`src/rtl/image_stream_reader_pkg.sv`:
```
// Shared types and frame geometry for the image stream reader.
package image_stream_pkg;

  localparam int DATA_W_C    = 32;
  localparam int IMG_WORDS_C = 8100;
  localparam int IMG_COLS_C  = 90;

  typedef enum logic [1:0] {
    IDLE,
    FETCH,
    DRAIN,
    DONE
  } state_t;

  typedef struct packed {
    logic [DATA_W_C-1:0] data;
    logic                eol;
    logic                last;
  } pix_beat_t;

endpackage

```
`src/rtl/image_stream_reader_if.sv`:
```
// ROM fetch pair plus valid/ready pixel stream between the reader and its neighbours.
interface image_stream_reader_if
  import image_stream_pkg::*;
#(
  parameter int DATA_W = DATA_W_C,
  parameter int ADDR_W = 32
);
  logic [ADDR_W-1:0] rom_addr;
  logic [DATA_W-1:0] rom_rd;
  logic [DATA_W-1:0] pix_data;
  logic              pix_valid;
  logic              pix_ready;
  logic              pix_eol;
  logic              pix_last;

  modport master (
    output rom_addr,
    input  rom_rd,
    output pix_data,
    output pix_valid,
    output pix_eol,
    output pix_last,
    input  pix_ready
  );

  modport slave (
    input  rom_addr,
    output rom_rd,
    input  pix_data,
    input  pix_valid,
    input  pix_eol,
    input  pix_last,
    output pix_ready
  );
endinterface

```
`src/rtl/image_stream_reader_fifo.sv`:
```
// Small synchronous FIFO of pixel beats; head is registered, reads as zero when empty.
// Push while full is accepted only when a pop happens in the same cycle; flush empties it.
module stream_fifo
  import image_stream_pkg::*;
#(
  parameter int DEPTH = 4
) (
  input  logic      clk,
  input  logic      rst_n,
  input  logic      flush_i,
  input  logic      push_i,
  input  logic      pop_i,
  input  pix_beat_t din_i,
  output pix_beat_t head_o,
  output logic      full_o,
  output logic      empty_o
);
  localparam int PTR_W = $clog2(DEPTH);
  localparam logic [PTR_W:0] DEPTH_C = (PTR_W+1)'(DEPTH);

  pix_beat_t        mem_q [DEPTH];
  logic [PTR_W-1:0] wr_ptr_q;
  logic [PTR_W-1:0] rd_ptr_q;
  logic [PTR_W:0]   count_q;
  logic             do_push;
  logic             do_pop;

  assign empty_o = (count_q == '0);
  assign full_o  = (count_q == DEPTH_C);
  assign do_pop  = pop_i && !empty_o;
  assign do_push = push_i && (!full_o || do_pop);
  assign head_o  = empty_o ? '0 : mem_q[rd_ptr_q];

  always_ff @(posedge clk or negedge rst_n) begin
    if (!rst_n) begin
      wr_ptr_q <= '0;
      rd_ptr_q <= '0;
      count_q  <= '0;
      for (int i = 0; i < DEPTH; i++) mem_q[i] <= '0;
    end else if (flush_i) begin
      wr_ptr_q <= '0;
      rd_ptr_q <= '0;
      count_q  <= '0;
    end else begin
      if (do_push) begin
        mem_q[wr_ptr_q] <= din_i;
        wr_ptr_q        <= wr_ptr_q + 1'b1;
      end
      if (do_pop) rd_ptr_q <= rd_ptr_q + 1'b1;
      case ({do_push, do_pop})
        2'b10:   count_q <= count_q + 1'b1;
        2'b01:   count_q <= count_q - 1'b1;
        default: count_q <= count_q;
      endcase
    end
  end
endmodule

```
`src/rtl/image_stream_reader.sv`:
```
// Walks the image ROM once per start and streams words with row/frame tags; first word valid
// two cycles after start. Fetch stalls while the output FIFO is full and not draining.
module image_stream_reader
  import image_stream_pkg::*;
#(
  parameter int DATA_W     = DATA_W_C,
  parameter int ADDR_W     = 32,
  parameter int IMG_WORDS  = IMG_WORDS_C,
  parameter int IMG_COLS   = IMG_COLS_C,
  parameter int FIFO_DEPTH = 4
) (
  input  logic                  clk,
  input  logic                  rst_n,
  input  logic                  start,
  input  logic                  abort,
  output logic                  busy,
  output logic                  done,
  image_stream_reader_if.master bus
);
  localparam int IDX_W = $clog2(IMG_WORDS);
  localparam int COL_W = $clog2(IMG_COLS);
  localparam logic [IDX_W-1:0] LAST_IDX = IDX_W'(IMG_WORDS - 1);
  localparam logic [COL_W-1:0] LAST_COL = COL_W'(IMG_COLS - 1);

  state_t           state_q, state_d;
  logic [IDX_W-1:0] idx_q, idx_d;
  logic [COL_W-1:0] col_q, col_d;
  logic             push, pop, flush;
  logic             fifo_full, fifo_empty;
  pix_beat_t        beat_in, head;

  assign pop     = !fifo_empty && bus.pix_ready;
  assign beat_in = '{data: bus.rom_rd, eol: (col_q == LAST_COL), last: (idx_q == LAST_IDX)};

  always_ff @(posedge clk or negedge rst_n) begin
    if (!rst_n) begin
      state_q <= IDLE;
      idx_q   <= '0;
      col_q   <= '0;
    end else begin
      state_q <= state_d;
      idx_q   <= idx_d;
      col_q   <= col_d;
    end
  end

  always_comb begin
    state_d = state_q;
    idx_d   = idx_q;
    col_d   = col_q;
    flush   = 1'b0;
    push    = 1'b0;
    case (state_q)
      IDLE: begin
        if (start && !abort) begin
          state_d = FETCH;
          idx_d   = '0;
          col_d   = '0;
          flush   = 1'b1;
        end
      end
      FETCH: begin
        push = !fifo_full || pop;
        if (push) begin
          col_d = (col_q == LAST_COL) ? '0 : col_q + 1'b1;
          // The address parks on the final word so it never walks past the image.
          if (idx_q == LAST_IDX) state_d = DRAIN;
          else                   idx_d   = idx_q + 1'b1;
        end
      end
      DRAIN:   if (pop && head.last) state_d = DONE;
      DONE:    state_d = IDLE;
      default: state_d = IDLE;
    endcase
    if (abort && (state_q == FETCH || state_q == DRAIN)) begin
      state_d = IDLE;
      flush   = 1'b1;
      push    = 1'b0;
    end
  end

  stream_fifo #(.DEPTH(FIFO_DEPTH)) u_fifo (
    .clk     (clk),
    .rst_n   (rst_n),
    .flush_i (flush),
    .push_i  (push),
    .pop_i   (bus.pix_ready),
    .din_i   (beat_in),
    .head_o  (head),
    .full_o  (fifo_full),
    .empty_o (fifo_empty)
  );

  assign busy          = (state_q == FETCH) || (state_q == DRAIN);
  assign done          = (state_q == DONE);
  assign bus.rom_addr  = {{(ADDR_W-IDX_W){1'b0}}, idx_q};
  assign bus.pix_valid = !fifo_empty;
  assign bus.pix_data  = DATA_W'(head.data);
  assign bus.pix_eol   = head.eol;
  assign bus.pix_last  = head.last;
endmodule

```
`src/flat_wrapper.sv`:
```
// flat-port wrapper written by rule: the top's interface ports become plain ports
module image_stream_reader_flat import image_stream_pkg::*;
#(
  parameter int DATA_W     = DATA_W_C,
  parameter int ADDR_W     = 32,
  parameter int IMG_WORDS  = IMG_WORDS_C,
  parameter int IMG_COLS   = IMG_COLS_C,
  parameter int FIFO_DEPTH = 4
)
  (clk, rst_n, start, abort, busy, done, bus_rom_addr, bus_rom_rd, bus_pix_data, bus_pix_valid, bus_pix_eol, bus_pix_last, bus_pix_ready);
  image_stream_reader_if #(.DATA_W(DATA_W), .ADDR_W(ADDR_W)) bus_i ();
  input  logic clk;
  input  logic rst_n;
  input  logic start;
  input  logic abort;
  output logic busy;
  output logic done;
  output wire logic [$bits(bus_i.rom_addr)-1:0] bus_rom_addr;
  input wire logic [$bits(bus_i.rom_rd)-1:0] bus_rom_rd;
  output wire logic [$bits(bus_i.pix_data)-1:0] bus_pix_data;
  output wire logic [$bits(bus_i.pix_valid)-1:0] bus_pix_valid;
  output wire logic [$bits(bus_i.pix_eol)-1:0] bus_pix_eol;
  output wire logic [$bits(bus_i.pix_last)-1:0] bus_pix_last;
  input wire logic [$bits(bus_i.pix_ready)-1:0] bus_pix_ready;
  assign bus_rom_addr = bus_i.rom_addr;
  assign bus_i.rom_rd = bus_rom_rd;
  assign bus_pix_data = bus_i.pix_data;
  assign bus_pix_valid = bus_i.pix_valid;
  assign bus_pix_eol = bus_i.pix_eol;
  assign bus_pix_last = bus_i.pix_last;
  assign bus_i.pix_ready = bus_pix_ready;
  image_stream_reader #(.DATA_W(DATA_W), .ADDR_W(ADDR_W), .IMG_WORDS(IMG_WORDS), .IMG_COLS(IMG_COLS), .FIFO_DEPTH(FIFO_DEPTH)) u_core (.clk(clk), .rst_n(rst_n), .start(start), .abort(abort), .busy(busy), .done(done), .bus(bus_i));
endmodule
```
`config.mk`:
```
export PLATFORM = sky130hd
export DESIGN_NAME = image_stream_reader_flat
export DESIGN_NICKNAME = d
export VERILOG_FILES = /design/src/rtl/image_stream_reader_pkg.sv /design/src/rtl/image_stream_reader_if.sv /design/src/rtl/image_stream_reader_fifo.sv /design/src/rtl/image_stream_reader.sv /design/src/flat_wrapper.sv
export SDC_FILE = /design/constraint.sdc
export NUM_CORES = 1
export LEC_CHECK = 0
export CORE_AREA = 3 3 194 120
export DETAILED_ROUTE_END_ITERATION = 12
export DIE_AREA = 0 0 197 123
export SLEW_MARGIN = 30
export SYNTH_ARGS = -nofsm -noshare
export SYNTH_HDL_FRONTEND = slang
export SYNTH_SLANG_ARGS = --single-unit
```
`constraint.sdc`:
```
create_clock -name clk -period 8 [get_ports clk]
set_clock_uncertainty 0.1 [all_clocks]
set_input_delay 1.6 -clock clk [delete_from_list [all_inputs] [get_ports clk]]
set_output_delay 1.6 -clock clk [all_outputs]
set_load 0.01 [all_outputs]
```
==> results of run 1 <==
[layer usage]
metal  vias up  part of all wire, %  GRT usage, %
met1      2594                   50          23.2
met5         -                    0             0
met2        84                   46          23.4
met4         0                 0.20          4.36
li1       2257                    -             -
met3         2                  3.5          3.79
[critical path, delay by kind of cell, from the launching register on]
family,cells,cell delay (ps)
buffers and inverters,2,1010
DFF,1,770
muxes,1,570
and+or+nand+nor,1,190
[placed cells by master, fill, tap and decap left out, types with 2 or more instances in the layout]
cell type and instances:
sky130_fd_sc_hd__dfrtp_1 163, sky130_fd_sc_hd__or4_1 3, sky130_fd_sc_hd__and3_1 7, sky130_fd_sc_hd__clkinvlp_4 5, sky130_fd_sc_hd__nor2b_1 2, sky130_fd_sc_hd__xor2_1 2, sky130_fd_sc_hd__nor2_1 13, sky130_fd_sc_hd__mux2i_1 2
sky130_fd_sc_hd__buf_6 2, sky130_fd_sc_hd__o22a_1 2, sky130_fd_sc_hd__conb_1 19, sky130_fd_sc_hd__o21a_1 2, sky130_fd_sc_hd__o21ai_0 24, sky130_fd_sc_hd__nand3_4 4, sky130_fd_sc_hd__or3_1 6, sky130_fd_sc_hd__dfrtp_2 2
sky130_fd_sc_hd__clkbuf_16 17, sky130_fd_sc_hd__a21o_1 2, sky130_fd_sc_hd__nand3_1 12, sky130_fd_sc_hd__xnor2_1 3, sky130_fd_sc_hd__a22o_1 9, sky130_fd_sc_hd__clkinv_2 3, sky130_fd_sc_hd__inv_6 3, sky130_fd_sc_hd__ha_1 13
sky130_fd_sc_hd__nand2_1 22, sky130_fd_sc_hd__and2_1 37, sky130_fd_sc_hd__a21oi_1 12, sky130_fd_sc_hd__mux4_2 34, sky130_fd_sc_hd__mux2_4 104, sky130_fd_sc_hd__clkdlybuf4s50_1 85, sky130_fd_sc_hd__inv_1 10, sky130_fd_sc_hd__nand2b_1 2
sky130_fd_sc_hd__mux2_2 25
[logic make-up (layout without fill, tap and decap cells)]
logic type | count (synthesis) | in the layout | synth area share [%]
XOR/XNOR | 5 | 5 | 0.507
multiplexers | 165 | 165 | 30.4
AO/OA/AOI/OAI | 59 | 59 | 4.27
flip-flops | 165 | 165 | 47.8
AND/OR/NAND/NOR | 123 | 123 | 8.98
adder cells (fa/ha/maj) | 14 | 14 | 2.12
other | 1 | 19 | 0.0434
buffers and inverters | 61 | 130 | 5.82
[through the flow]
| step | area (µm²) | util, % |
|---|---|---|
| 6_report | 10000 | 46.2 |
| 4_1_cts | 10000 | 46.2 |
| 5_1_grt | 10000 | 46.2 |
| 3_3_place_gp | 9480 | 43.6 |
| 3_5_place_dp | 9480 | 43.6 |
| 2_1_floorplan | 8700 | - |
[layout make-up]
type	count	area, µm²	share of cell area [%]
sequential	165	4130	41.1
multi-input combinational	385	4080	40.6
clock inverter	14	129	1.28
timing repair buffer	88	881	8.77
inverter	10	37.5	0.374
clock buffer	18	429	4.27
tap	286	358	3.56
[synth_stat cells (2+ instances only)]
cell type,number
sky130_fd_sc_hd__nand2_1,22
sky130_fd_sc_hd__o21ai_0,24
sky130_fd_sc_hd__a22o_1,9
sky130_fd_sc_hd__buf_2,5
sky130_fd_sc_hd__clkbuf_1,11
sky130_fd_sc_hd__ha_1,13
sky130_fd_sc_hd__o21a_1,2
sky130_fd_sc_hd__mux4_2,34
sky130_fd_sc_hd__nand2b_1,2
sky130_fd_sc_hd__mux2_4,104
sky130_fd_sc_hd__and2_1,37
sky130_fd_sc_hd__nor2_1,13
sky130_fd_sc_hd__xor2_1,2
sky130_fd_sc_hd__a21oi_1,13
sky130_fd_sc_hd__inv_1,10
sky130_fd_sc_hd__buf_8,4
sky130_fd_sc_hd__nor2b_1,2
sky130_fd_sc_hd__buf_4,19
sky130_fd_sc_hd__mux2_2,25
sky130_fd_sc_hd__nand3_1,12
sky130_fd_sc_hd__dfrtp_1,165
sky130_fd_sc_hd__or3_1,6
sky130_fd_sc_hd__mux2i_1,2
sky130_fd_sc_hd__o22a_1,2
sky130_fd_sc_hd__a21o_1,2
sky130_fd_sc_hd__and3_1,7
sky130_fd_sc_hd__buf_12,9
sky130_fd_sc_hd__nand3_4,4
sky130_fd_sc_hd__xnor2_1,3
sky130_fd_sc_hd__or4_1,3
[path summary, 6_finish.rpt]
check,to,slack [ps],cells past startpoint
hold reg to reg,u_core.u_fifo.mem_q[35]$_DFFE_PN0P_,380,2
min in group asynchronous,u_core.u_fifo.mem_q[132]$_DFFE_PN0P_,1110,1
setup reg to reg,u_core.u_fifo.count_q[2]$_DFFE_PN0P_,4850,7
setup / recovery,bus_pix_data[26],3350,4
hold / removal,u_core.u_fifo.mem_q[35]$_DFFE_PN0P_,380,2
max in group asynchronous,u_core.u_fifo.mem_q[105]$_DFFE_PN0P_,5410,2
[sequential cells by signal, summed over array words and instances (netlist names)]
| name | count |
|---|---|
| u_core.col_q | 7 |
| u_core.u_fifo.mem_q | 136 |
| u_core.idx_q | 13 |
| u_core.state_q | 2 |
| u_core.u_fifo.wr_ptr_q | 2 |
| u_core.u_fifo.count_q | 3 |
| u_core.u_fifo.rd_ptr_q | 2 |
[power groups by stage]
stage / clock network [mW] / registers (mW) / logic [mW]
detailed placement: 0 / 1.42 / 1.67
finish: 0.781 / 1.42 / 1.66
CTS: 0.803 / 1.41 / 1.69
global route: 0.844 / 1.46 / 1.79
global placement: 0 / 1.40 / 1.63
floorplan: 0 / 1.30 / 1.27
==> metrics.json, run 1 <==
{
  "final_setup_violation_count": 0,
  "hold_path.class": "reg2reg",
  "postRouteWirelength_mm": 18.4,
  "netSwitchingFraction_pct": 31.9,
  "criticalPathCategory": "reg2out",
  "clock_latency_ps": 410,
  "synthesis.area_um2": 8640,
  "routabilityCongestion": 0.811,
  "critPathMaxFanout": 20,
  "cellPowerDensity_nw_per_um2": 384,
  "worst_setup_path_end_kind": "output port",
  "cts.repair_timing.setup_buffer_count": 0,
  "overall_power_after_layout_mw": 3.86,
  "slowest_stage": "sky130_fd_sc_hd__dfrtp_2",
  "synth-warning-count": 0,
  "seq_cells_post_synth": 165,
  "placed_cells": 934,
  "share_comb_of_total_power_pct": 43.0,
  "io-pin-count": 106,
  "grt_usage_pct": 15.8,
  "area.growth.synth_to_final_pct": 16.3,
  "clockPowerShare_pct": 20.2,
  "max-clock-path-buffers": 2,
  "relSlewSlack_pct": 33.1,
  "synth-main-ff-cell": "sky130_fd_sc_hd__dfrtp_1",
  "synth_top_cell_area_share_pct": 47.8,
  "io_buffer_count": 86,
  "final.fill_count": 1929,
  "ir_drop_v": 0.000179,
  "row_count": 42,
  "post_route_cells_drive_above_1_share_pct": 31.2,
  "hold_ws_ps": 383,
  "detail_route.wl_per_cell_um": 19.0,
  "gr-total-overflow": 0,
  "worst_ep_arrival_time_ps": 2950,
  "dr_total_vias": 4937,
  "finalHoldViolCount": 0,
  "synthDominantAreaCellType": "sky130_fd_sc_hd__dfrtp_1",
  "critPathMaxStageDelay_ps": 770,
  "max_freq_mhz": 215,
  "pin_count_of_the_biggest_net_entering_global_routing": 86,
  "synth-edff-count": 0,
  "sequentialPowerShare_pct": 36.7,
  "cts_made_buffers": 17,
  "grt_antenna_before_repair": 0,
  "postCtsHoldBufs": 0,
  "timing_worst_slew_pin_value_ps": 1000,
  "first_global_vias": 5342,
  "grt_pass1_wl_mm": 29.8,
  "die_w_um": 197,
  "clock-sinks": 165,
  "post-route-period-util_pct": 58.2,
  "detail_route.iter0.violations": 259,
  "internal-power_mw": 2.63,
  "route.antenna.remaining_nets": 0,
  "setup_slack_ps": 3350,
  "clock_tree.htree_level_count": 4,
  "status": "completed",
  "cts_resized": 0,
  "required_ps": 6300,
  "critPathLaunch": "u_core.u_fifo.rd_ptr_q[0]$_DFFE_PN0P_",
  "postSynth.asyncResetShare_pct": 100,
  "netlist_instances": 593,
  "cp_cell_sequence": "buf_4 > mux4_2 > and2_1 > clkdlybuf4s50_1",
  "min_from": "u_core.u_fifo.mem_q[35]$_DFFE_PN0P_",
  "psw_mw": 1.23,
  "via_density": 5.11,
  "synth_cell_types": 57,
  "finalSetupTns_ps": 0,
  "synth.avg_cell_area_um2": 14.6,
  "drt_pass1_iterations": 4,
  "final_max_slew_viol_count": 0,
  "dp_hpwl_mm": 11.5,
  "filler_free_cell_count_of_the_finished_design": 966,
  "initial_core_util_pct": 39.7,
  "num_antenna_cells": 0,
  "path_clk_slew_ps": 60,
  "rsz_0062_raised_after_global_routing": "false",
  "dp_worst_setup_slack_ps": 3740,
  "setup.worst_path.start_class": "register",
  "core_area_um2": 21800,
  "cts_tree": "built",
  "post-route-min-period_ps": 4650,
  "cts_root_buffer": "sky130_fd_sc_hd__clkbuf_16",
  "max_cap_violations": 0,
  "ys_top_cells_by_area": "sky130_fd_sc_hd__dfrtp_1 (48%), sky130_fd_sc_hd__mux2_4 (18%), sky130_fd_sc_hd__mux4_2 (8.9%), sky130_fd_sc_hd__mux2_2 (3.3%), sky130_fd_sc_hd__and2_1 (2.7%)",
  "critical_path.reg2reg.startpoint": "u_core.u_fifo.count_q[1]$_DFFE_PN0P_",
  "drc": 0,
  "floorplan.die_area_um2": 24200,
  "leakage_nw": 4.64,
  "yosysSeqAreaShare_pct": 47.8,
  "nNetsFinal": 718,
  "die_height_um": 123
}
Note: power is estimated with default switching activity, not from simulation.
==> run 2: changes to the inputs <==
clock period = 4.8 ns   (was 8 ns; I/O delays follow)
==> metrics.json, run 2 (synthesis results as in run 1) <==
{
  "hold_ws_ps": 386,
  "pin_count_of_the_biggest_net_entering_global_routing": 89,
  "grt_pass1_wl_mm": 29.7,
  "final_max_slew_viol_count": 0,
  "criticalPathCategory": "reg2out",
  "first_global_vias": 5314,
  "post-route-min-period_ps": 3860,
  "worst_setup_path_end_kind": "output port",
  "multi_input_area_um2": 4080,
  "largest_register_ff_count": 136,
  "max_freq_mhz": 259,
  "wl_met1_mm": 9.01,
  "route.antenna.remaining_nets": 0,
  "final_setup_violation_count": 0,
  "postCtsHoldBufs": 0,
  "floorplan.die_area_um2": 24200,
  "postLayoutCoreUtil_pct": 46.7,
  "max_flop_register": "u_core.u_fifo.mem_q",
  "worst_ep_arrival_time_ps": 2800,
  "setup.worst_path.start_class": "register",
  "max-clock-path-buffers": 2,
  "core_area_um2": 21800,
  "detail_route.wl_per_cell_um": 19.2,
  "layout.area.seq_um2": 4130,
  "die_height_um": 123,
  "dp_area_um2": 9500,
  "timing.reg2reg.setup_slack_ps": 1620,
  "path_clk_slew_ps": 60,
  "dr_total_vias": 4952,
  "drc": 0,
  "relSlewSlack_pct": 34.1,
  "drt_pass1_iterations": 5,
  "initial_core_util_pct": 39.7,
  "dp_hpwl_mm": 11.8,
  "clock_latency_ps": 420,
  "cts_made_buffers": 17,
  "row_count": 42,
  "cts_resized": 0,
  "cellPowerDensity_nw_per_um2": 658,
  "cp_cell_sequence": "buf_12 > mux4_2 > and2_1 > clkdlybuf4s50_1",
  "grt_usage_pct": 15.8,
  "min_from": "u_core.u_fifo.mem_q[69]$_DFFE_PN0P_",
  "io_buffer_count": 86,
  "final.fill_count": 1913,
  "reg_top3": "u_core.u_fifo.mem_q: 136 flops, u_core.idx_q: 13 flops, u_core.col_q: 7 flops",
  "cts_root_buffer": "sky130_fd_sc_hd__clkbuf_16",
  "max_cap_violations": 0,
  "gr-total-overflow": 0,
  "area.growth.synth_to_final_pct": 17.6,
  "layout_common_cells": "sky130_fd_sc_hd__dfrtp_1 (163), sky130_fd_sc_hd__mux2_4 (104), sky130_fd_sc_hd__clkdlybuf4s50_1 (85)",
  "worst-path-buf-inv": 2,
  "status": "completed",
  "routabilityCongestion": 0.770,
  "critPathLaunch": "u_core.u_fifo.rd_ptr_q[0]$_DFFE_PN0P_",
  "met3WireLength_um": 685,
  "clock-sinks": 165,
  "finalHoldViolCount": 0,
  "most_common_cell_after_layout_fill_and_taps_aside": "sky130_fd_sc_hd__dfrtp_1",
  "detail_route.iter0.violations": 252,
  "cts_tree": "built",
  "required_ps": 3740,
  "critical_path.reg2reg.startpoint": "u_core.u_fifo.count_q[1]$_DFFE_PN0P_",
  "leakage_nw": 4.70,
  "critPathMaxStageDelay_ps": 850,
  "detailroute.wirelength.met2_mm": 8.69,
  "finalSetupTns_ps": 0,
  "die_w_um": 197,
  "timing_worst_slew_pin_value_ps": 988,
  "postRouteWirelength_mm": 18.5,
  "critPathTopFamily": "flip-flops",
  "cts.repair_timing.setup_buffer_count": 0,
  "final_cell_area_um2": 10200,
  "grt_antenna_before_repair": 0,
  "hold_path.class": "reg2reg",
  "critPathMaxFanout": 20,
  "ir_drop_v": 0.000306,
  "io-pin-count": 106,
  "num_antenna_cells": 0,
  "rsz_0062_raised_after_global_routing": "false",
  "nNetsFinal": 719,
  "slowest_stage": "sky130_fd_sc_hd__dfrtp_2",
  "maxUsedRoutingLayer": "met4",
  "clock_tree.htree_level_count": 4,
  "via_density": 5.13,
  "post_route_cells_drive_above_1_share_pct": 31.2,
  "post-route-period-util_pct": 80.5
}
[run 2: report_power, final]
group / total, mW / switching, mW / internal [mW]
sequential: 2.36 / 0.434 / 1.93
clock: 1.53 / 0.561 / 0.973
combinational: 2.79 / 1.05 / 1.74
total: 6.69 / 2.04 / 4.64
[run 2: path summary, 6_finish.rpt]
kind,end,cells past startpoint
max,bus_pix_data[19],4
min,u_core.u_fifo.mem_q[69]$_DFFE_PN0P_,2
max reg2reg,u_core.u_fifo.count_q[2]$_DFFE_PN0P_,7
min reg2reg,u_core.u_fifo.mem_q[69]$_DFFE_PN0P_,2
max in group asynchronous,u_core.u_fifo.mem_q[33]$_DFFE_PN0P_,2
min in group asynchronous,u_core.u_fifo.mem_q[63]$_DFFE_PN0P_,1
[run 2: cell type report]
| class | count | area share [%] |
|---|---|---|
| Clock buffer | 18 | 4.22 |
| Tap cell | 286 | 3.52 |
| Sequential cell | 165 | 40.7 |
| Multi-Input combinational cell | 385 | 40.1 |
| Inverter | 10 | 0.370 |
| Clock inverter | 13 | 2.27 |
| Timing Repair Buffer | 89 | 8.83 |
[run 2: worst register-to-register path, cell delays in order (launching register included)]
cell and delay (ps):
sky130_fd_sc_hd__dfrtp_1 460, sky130_fd_sc_hd__or3_2 840, sky130_fd_sc_hd__and2_0 400, sky130_fd_sc_hd__ha_1 280, sky130_fd_sc_hd__fa_1 390, sky130_fd_sc_hd__xnor2_1 150, sky130_fd_sc_hd__or3_1 310, sky130_fd_sc_hd__a21oi_1 170
[run 2: stage by stage]
stage                     power, mW  std cells  worst slack [ps]
after floorplan                4.29        611              1950
after global placement         5.08        935              1330
after detailed placement       5.19        935              1260
after CTS                      6.75        966               852
after global routing           7.06        966               762
final                          6.69        966               936
[run 2: routing by layer]
metal	vias to the layer above	track usage [%]
met3	14	2.94
met5	-	0
met2	87	24.6
met1	2594	22.9
met4	0	4.40
li1	2257	-
==> run 3: changes to the inputs <==
clock period = 4 ns   (was 4.8 ns; I/O delays follow)
==> metrics.json, run 3 (synthesis results as in run 1) <==
{
  "status": "completed",
  "routabilityCongestion": 0.795,
  "max_freq_mhz": 281,
  "pin_count_of_the_biggest_net_entering_global_routing": 91,
  "detail_route.wl_per_cell_um": 19.4,
  "final.fill_count": 1910,
  "final_setup_violation_count": 0,
  "path_clk_slew_ps": 60,
  "critPathMaxStageDelay_ps": 840,
  "timing_worst_slew_pin_value_ps": 851,
  "reg_top3": "u_core.u_fifo.mem_q: 136 flops, u_core.idx_q: 13 flops, u_core.col_q: 7 flops",
  "layout_common_cells": "sky130_fd_sc_hd__dfrtp_1 (163), sky130_fd_sc_hd__mux2_4 (104), sky130_fd_sc_hd__clkdlybuf4s50_1 (85)",
  "hold_path.class": "in2async",
  "postRouteWirelength_mm": 18.9,
  "grt_usage_pct": 16.2,
  "critPathMaxFanout": 24,
  "postLayoutCoreUtil_pct": 46.9,
  "nNetsFinal": 727,
  "cts_tree": "built",
  "core_area_um2": 21800,
  "max-clock-path-buffers": 2,
  "slowest_stage": "sky130_fd_sc_hd__dfrtp_2",
  "finalHoldViolCount": 0,
  "leakage_nw": 4.73,
  "post-route-min-period_ps": 3550,
  "worst_ep_arrival_time_ps": 2650,
  "final_max_slew_viol_count": 0,
  "detail_route.iter0.violations": 268,
  "floorplan.die_area_um2": 24200,
  "cts_root_buffer": "sky130_fd_sc_hd__clkbuf_16",
  "grt_pass1_wl_mm": 30.1,
  "max_flop_register": "u_core.u_fifo.mem_q",
  "worstReg2RegEnd": "u_core.u_fifo.count_q[2]$_DFFE_PN0P_",
  "reg2regPathDepth": 7,
  "cts.repair_timing.setup_buffer_count": 0,
  "final_cell_area_um2": 10200,
  "drt_pass1_iterations": 4,
  "ir_drop_v": 0.000343,
  "drc": 0,
  "cellPowerDensity_nw_per_um2": 769,
  "relSlewSlack_pct": 43.3,
  "die_height_um": 123,
  "route.antenna.remaining_nets": 0,
  "post-route-period-util_pct": 88.8,
  "via_density": 5.20,
  "largest_register_ff_count": 136,
  "gr-total-overflow": 0,
  "critical_path.reg2reg.startpoint": "u_core.u_fifo.count_q[1]$_DFFE_PN0P_",
  "dp_hpwl_mm": 12.4,
  "required_ps": 3100,
  "dp_worst_setup_slack_ps": 642,
  "initial_core_util_pct": 39.7,
  "post_route_cells_drive_above_1_share_pct": 32.0,
  "timing.reg2reg.setup_slack_ps": 810,
  "io_buffer_count": 86,
  "area.growth.synth_to_final_pct": 18.1,
  "setup_slack_ps": 447,
  "clock-sinks": 165,
  "dp_area_um2": 9620,
  "die_w_um": 197,
  "first_global_vias": 5347,
  "clock_latency_ps": 420,
  "postCtsHoldBufs": 0,
  "grt_antenna_before_repair": 0,
  "cts_made_buffers": 17,
  "finalSetupTns_ps": 0,
  "criticalPathCategory": "reg2out",
  "max_cap_violations": 0,
  "num_antenna_cells": 0,
  "cp_cell_sequence": "buf_4 > mux4_2 > and2_1 > clkdlybuf4s50_1",
  "row_count": 42,
  "worst_setup_path_end_kind": "output port",
  "most_common_cell_after_layout_fill_and_taps_aside": "sky130_fd_sc_hd__dfrtp_1",
  "setup.worst_path.start_class": "register",
  "hold_ws_ps": 353,
  "rsz_0062_raised_after_global_routing": "false",
  "dr_total_vias": 5062,
  "io-pin-count": 106,
  "clock_tree.htree_level_count": 4,
  "cts_resized": 0
}
-- run 3: how the worst max path moves through the flow --
stage                                           from                                    to  slack (ps)  depth (start not counted)
3_3_place_gp                           bus_pix_ready   u_core.u_fifo.mem_q[71]$_DFFE_PN0P_         730                          6
6_report       u_core.u_fifo.rd_ptr_q[1]$_DFFE_PN0P_                       bus_pix_data[4]         450                          4
5_1_grt        u_core.u_fifo.rd_ptr_q[0]$_DFFE_PN0P_                       bus_pix_data[4]         300                          4
4_1_cts        u_core.u_fifo.rd_ptr_q[0]$_DFFE_PN0P_                       bus_pix_data[4]         370                          4
3_5_place_dp                                   abort           u_core.idx_q[4]$_DFFE_PN0P_         640                          6
2_1_floorplan                          bus_pix_ready  u_core.u_fifo.count_q[2]$_DFFE_PN0P_        1310                          9
-- run 3: metrics by stage --
step                std cells  power (mW)
global placement          943        6.15
global route              974        8.31
CTS                       974        7.93
floorplan                 611        5.14
finish                    974        7.85
detailed placement        943        6.28
-- run 3: metal layers --
metal / global-route usage (%) / wire, µm / vias to the layer above
li1: - / - / 2270
met1: 23.7 / 9410 / 2664
met2: 24.2 / 8610 / 114
met3: 3.65 / 750 / 14
met4: 4.72 / 159 / 0
met5: 0 / 0 / -
-- run 3: critical path: cells and delay by family (launching register included) --
kind	cells	cell delay [ps]
buffers and inverters	2	830
DFF	1	840
muxes	1	370
and+or+nand+nor	1	180
-- run 3: layout make-up --
cell class,instances,area [µm²],share of cell area (%)
multi-input combinational,385,4080,40.0
timing repair buffer,97,1020,10.0
inverter,10,37.5,0.368
clock buffer,19,443,4.34
tap,286,358,3.51
clock inverter,12,131,1.29
sequential,165,4130,40.5
-- run 3: where the power goes --
group / total (mW) / switching [mW] / internal, mW / leakage, nW
Sequential: 2.81 / 0.491 / 2.31 / 2.12
Clock: 1.61 / 0.675 / 0.932 / 0.271
Combinational: 3.43 / 1.31 / 2.12 / 2.33
